$ cat config.mk
export PLATFORM = sky130hd
export DESIGN_NAME = serial_a_paralelo_flat
export DESIGN_NICKNAME = d
export VERILOG_FILES = /design/src/rtl/serial_a_paralelo_pkg.sv /design/src/rtl/serial_a_paralelo_if.sv /design/src/rtl/serial_a_paralelo_sync.sv /design/src/rtl/serial_a_paralelo.sv /design/src/flat_wrapper.sv
export SDC_FILE = /design/constraint.sdc
export NUM_CORES = 1
export LEC_CHECK = 0
export BUFFER_PORTS_ARGS = -buffer_cell sky130_fd_sc_hd__buf_2
export CORE_UTILIZATION = 55
export DETAILED_ROUTE_END_ITERATION = 10
export GPL_ROUTABILITY_DRIVEN = 0
export PLACE_DENSITY = 0.79
export SLEW_MARGIN = 20
export SYNTH_ARGS = -nofsm -noshare
export SYNTH_HDL_FRONTEND = slang
export SYNTH_SLANG_ARGS = --single-unit
$ cat constraint.sdc
create_clock -name clk_32f -period 3.2 [get_ports clk_32f]
set_clock_uncertainty 0.15 [all_clocks]
set_input_delay 0.32 -clock clk_32f [delete_from_list [all_inputs] [get_ports clk_32f]]
set_output_delay 0.32 -clock clk_32f [all_outputs]
set_load 0.02 [all_outputs]
$ cat src/rtl/serial_a_paralelo_pkg.sv
// Shared definitions for the receive-side serial-to-parallel front end.
package serial_pkg;

    localparam logic [7:0]  COM_CHAR       = 8'hBC;
    localparam int unsigned SYNC_COUNT_DEF = 4;
    localparam int unsigned BYTE_W         = 8;
    localparam int unsigned BIT_CNT_W      = 3;
    localparam int unsigned COM_CNT_W      = 4;

    typedef enum logic [0:0] {
        SEARCH = 1'b0,
        ACTIVE = 1'b1
    } state_t;

    function automatic logic is_com(input logic [BYTE_W-1:0] b);
        return (b == COM_CHAR);
    endfunction

endpackage

$ cat src/rtl/serial_a_paralelo_if.sv
// Serial input / parallel output bundle of the serial-to-parallel converter.
interface serial_a_paralelo_if;
    import serial_pkg::*;

    logic              data_in;
    logic [BYTE_W-1:0] data_out;
    logic              valid_out;
    logic              byte_strobe;
    logic              active;

    modport master (
        output data_in,
        input  data_out,
        input  valid_out,
        input  byte_strobe,
        input  active
    );

    modport slave (
        input  data_in,
        output data_out,
        output valid_out,
        output byte_strobe,
        output active
    );
endinterface

$ cat src/rtl/serial_a_paralelo_sync.sv
// COM run counter and SEARCH/ACTIVE lock FSM, evaluated on byte boundaries.
module com_sync_counter
    import serial_pkg::*;
#(
    parameter int unsigned SYNC_COUNT = SYNC_COUNT_DEF
) (
    input  logic              clk_32f,
    input  logic              reset_L,
    input  logic [BYTE_W-1:0] rx_byte,
    input  logic              byte_done,
    output logic              active
);

    localparam logic [COM_CNT_W-1:0] SYNC_TARGET = COM_CNT_W'(SYNC_COUNT);

    state_t               state;
    logic [COM_CNT_W-1:0] com_cnt;
    logic [COM_CNT_W-1:0] com_cnt_inc;

    assign com_cnt_inc = com_cnt + COM_CNT_W'(1);
    assign active      = (state == ACTIVE);

    // Count consecutive COM bytes while searching; lock once the run is long enough.
    always_ff @(posedge clk_32f or negedge reset_L) begin
        if (!reset_L) begin
            state   <= SEARCH;
            com_cnt <= '0;
        end else if (byte_done && state == SEARCH) begin
            if (is_com(rx_byte)) begin
                com_cnt <= com_cnt_inc;
                if (com_cnt_inc == SYNC_TARGET)
                    state <= ACTIVE;
            end else begin
                com_cnt <= '0;
            end
        end
    end

endmodule

$ cat src/rtl/serial_a_paralelo.sv
// MSB-first serial-to-parallel converter with COM-run lock detection.
module serial_a_paralelo
    import serial_pkg::*;
#(
    parameter int unsigned SYNC_COUNT = SYNC_COUNT_DEF
) (
    input  logic              clk_32f,
    input  logic              reset_L,
    serial_a_paralelo_if.slave bus
);

    logic [BYTE_W-1:0]    sr;
    logic [BIT_CNT_W-1:0] bit_cnt;
    logic                 byte_done;
    logic [BYTE_W-1:0]    rx_byte;
    logic                 active;
    logic [BYTE_W-1:0]    data_q;
    logic                 valid_q;
    logic                 strobe_q;

    assign byte_done = (bit_cnt == BIT_CNT_W'(BYTE_W - 1));
    assign rx_byte   = {sr[BYTE_W-2:0], bus.data_in};

    // Shift in one bit per clock; framing is fixed by reset release.
    always_ff @(posedge clk_32f or negedge reset_L) begin
        if (!reset_L) begin
            sr      <= '0;
            bit_cnt <= '0;
        end else begin
            sr      <= rx_byte;
            bit_cnt <= bit_cnt + BIT_CNT_W'(1);
        end
    end

    com_sync_counter #(
        .SYNC_COUNT(SYNC_COUNT)
    ) u_sync (
        .clk_32f  (clk_32f),
        .reset_L  (reset_L),
        .rx_byte  (rx_byte),
        .byte_done(byte_done),
        .active   (active)
    );

    // Output byte and valid flag; uses the pre-edge lock state so the locking COM stays invalid.
    always_ff @(posedge clk_32f or negedge reset_L) begin
        if (!reset_L) begin
            data_q   <= '0;
            valid_q  <= 1'b0;
            strobe_q <= 1'b0;
        end else begin
            strobe_q <= byte_done;
            if (byte_done) begin
                if (active && !is_com(rx_byte)) begin
                    data_q  <= rx_byte;
                    valid_q <= 1'b1;
                end else begin
                    valid_q <= 1'b0;
                end
            end
        end
    end

    assign bus.data_out    = data_q;
    assign bus.valid_out   = valid_q;
    assign bus.byte_strobe = strobe_q;
    assign bus.active      = active;

endmodule

$ cat src/flat_wrapper.sv
// flat-port wrapper written by rule: the top's interface ports become plain ports
module serial_a_paralelo_flat import serial_pkg::*;
#(
    parameter int unsigned SYNC_COUNT = SYNC_COUNT_DEF
)
  (clk_32f, reset_L, bus_data_in, bus_data_out, bus_valid_out, bus_byte_strobe, bus_active);
  serial_a_paralelo_if bus_i ();
  input  logic clk_32f;
  input  logic reset_L;
  input wire logic [$bits(bus_i.data_in)-1:0] bus_data_in;
  output wire logic [$bits(bus_i.data_out)-1:0] bus_data_out;
  output wire logic [$bits(bus_i.valid_out)-1:0] bus_valid_out;
  output wire logic [$bits(bus_i.byte_strobe)-1:0] bus_byte_strobe;
  output wire logic [$bits(bus_i.active)-1:0] bus_active;
  assign bus_i.data_in = bus_data_in;
  assign bus_data_out = bus_i.data_out;
  assign bus_valid_out = bus_i.valid_out;
  assign bus_byte_strobe = bus_i.byte_strobe;
  assign bus_active = bus_i.active;
  serial_a_paralelo #(.SYNC_COUNT(SYNC_COUNT)) u_core (.clk_32f(clk_32f), .reset_L(reset_L), .bus(bus_i));
endmodule
==> impl_metrics.ini <==
[clock_tree]
cts_tree = yes
cts_resized = 0
cts.sinks = 25
numCtsBuffers = 3
clkTransAtPathRegs_ps = 140
clk_latency_ps = 320
htree_num_levels = 1
cts_root_buffer = clkbuf_4
cts_buffer_depth = 2

[timing]
setup_viol = 0
tns_ps = 0
tightest_slew_ps = 524.2
period_needed_ps = 1815
rsz0062_at_grt = no
max_freq_mhz = 550.9
fin_crit_sh = 0.5673
hold_viol_final = 0
timing.slew.headroom = 0.6505
final-max-slew-violation-count = 0

[route]
drt_iter0_drc = 3
drt-vias-per-instance = 5.535
drtPass1Iterations = 3
wirelength_um = 1347
antenna_left = 0
vias = 548
routedWlPerCell_um = 13.61
drc = 0

[layout]
layout_commonest_cell = dfrtp_1
diodes = 0
seqCellArea_um2 = 625.6
num-fill-cells = 108
syn_to_final_growth_pct = 13.74
nNetsFinal = 91
layout_common_cells = 25 x dfrtp_1, 13 x buf_2, 8 x mux2_2
final_area_um2 = 1087
multi_input_comb_area_um2 = 314.1
drive_gt1_frac = 0.3735

[grt]
grt_first_pass_wirelength_um = 2435
grt_max_degree = 26
antenna_found_initial = 0
track_usage = 0.1807
gr-total-overflow = 0
grt_pass1_vias = 542

[worst_setup_path]
worst_setup_path_start_kind = input port
crit_family = buffers and inverters
cp.arrival_ps = 1890
crit_type = input port to flip-flop
slowest_stage = dlygate4sd3_1
cp_cell_sequence = dlygate4sd3_1 > buf_2 > and4bb_4 > a21oi_4 > mux2_2
required_ps = 3270
cpPeakStageDelay_ps = 520
end_kind = flip-flop
reg2reg_depth = 5
reg2reg_to = u_core.bus.data_out[2]
ff2ff_setup_slack_ps = 1440
crit_buf_inv = 2
r2r-start = u_core.bit_cnt[0]
crit_start = bus_data_in
cp_max_fo = 9

[power_and_ir_drop]
totalPowerFinal_mw = 0.4830
leakage_nw = 0.5748
ir_drop_mv = 0.3197
power_frac_comb = 0.028
switching_share = 0.2201
power_frac_clock = 0.300
cell_internal_pwr_mw = 0.3767
switchingPower_mw = 0.1063
power_density_nw_per_um2 = 444.2
p_seq_frac = 0.673

[min_path]
hold_class = flip-flop to flip-flop
holdPathEnd = u_core.sr[5]
holdPathStages = 0
holdCritStartpoint = u_core.sr[4]

[synth]
yosysSeqAreaShare = 0.6545
ys_ff_latch = 25
netlist_instances = 65
ys_top_cells_by_area = dfrtp_1 65%, mux2_2 9.4%, ha_1 5.2%, nand2_1 2.4%, xor2_1 1.8%
syn-num-nets = 72
yosys_warnings = 0
synthesis.area_um2 = 955.9
synth_top_area_frac = 0.6545
synth_cell_types = 20
yosysTopAreaCell = dfrtp_1
syn_avg_cell_area_um2 = 14.71

[placed_design]
post_dp_cell_area_um2 = 1036
io_buffers = 13

[die]
fp.dieW_um = 43.69
die_y_um = 43.69
io_pins = 14
dieArea_um2 = 1909
core_area_um2 = 1559
start_util = 0.6132
rows = 14

[flow_run]
maxCapViolations = 0

[status]
status = finished clean
## logic make-up after synthesis
family	count (synthesis)	synth area share
compound gates	7	0.06546
flops	25	0.6545
simple gates	15	0.09818
buf+inv	4	0.01701
xor+xnor	2	0.01833
fa+ha+maj	4	0.05236
mux	8	0.09424
## timing repair
action | CTS | global route
endpoints found under the hold margin | 26 | 0
hold buffers | 2 | 0
setup buffers | 0 | 0
## power groups by stage
stage / combinational (mW) / sequential (mW) / clock, mW
after floorplan: 0.00321 / 0.330 / 0
after global placement: 0.0120 / 0.330 / 0
after detailed placement: 0.0122 / 0.331 / 0
after CTS: 0.0140 / 0.325 / 0.154
after global routing: 0.0153 / 0.326 / 0.167
final: 0.0134 / 0.325 / 0.145
## how the worst max path moves through the flow
stage / to / cells past startpoint
detailed placement: u_core.bus.data_out[2] / 5
finish: u_core.bus.data_out[2] / 5
global route: u_core.bus.data_out[7] / 5
CTS: u_core.bus.data_out[7] / 5
floorplan: u_core.bus.data_out[0] / 5
global placement: u_core.bus.data_out[1] / 5
## cell usage after synthesis, drive strengths merged
cell type  count
xor2           2
or2            1
nand2b         1
a21o           1
inv            3
nand2          6
o21ai          2
and4b          1
ha             4
mux2           8
nand3          3
o31ai          1
o311ai         1
dfrtp         25
a41o           1
buf            1
a21oi          1
nor4bb         1
and3           1
and4bb         1
## through the flow
| step | worst slack, ps | cells | hold slack [ps] | util |
|---|---|---|---|---|
| floorplan | 1569 | 65 | -125.6 | - |
| global placement | 1488 | 93 | 176.6 | 0.6645 |
| detailed placement | 1431 | 93 | 181.2 | 0.6645 |
| CTS | 1383 | 99 | 270.9 | 0.6974 |
| global route | 1314 | 99 | 281.9 | 0.6974 |
| finish | 1385 | 99 | 270.1 | 0.6974 |
## cell type report
| cell class | count | area share |
|---|---|---|
| flip-flops and latches | 25 | 0.5754 |
| multi-input cells | 36 | 0.2888 |
| repair buffers | 15 | 0.07825 |
| clock buffers | 3 | 0.02071 |
| well taps | 16 | 0.01841 |
| inverters | 3 | 0.01036 |
| clock inverters | 1 | 0.008055 |
## per-layer routing
metal | vias up | wire length, µm | track usage
li1 | 264 | - | -
met1 | 272 | 666 | 0.2529
met2 | 10 | 610 | 0.2507
met3 | 2 | 60 | 0.07500
met4 | 0 | 9 | 0.07500
met5 | - | 0 | 0
## registers in the layout (all words and copies together), names as in the netlist
name,count
u_core.bus.byte_strobe,1
u_core.u_sync.active,1
u_core.sr,7
u_core.u_sync.com_cnt,4
u_core.bus.valid_out,1
u_core.bus.data_out,8
u_core.bit_cnt,3
Note: power is estimated with default switching activity, not from simulation.
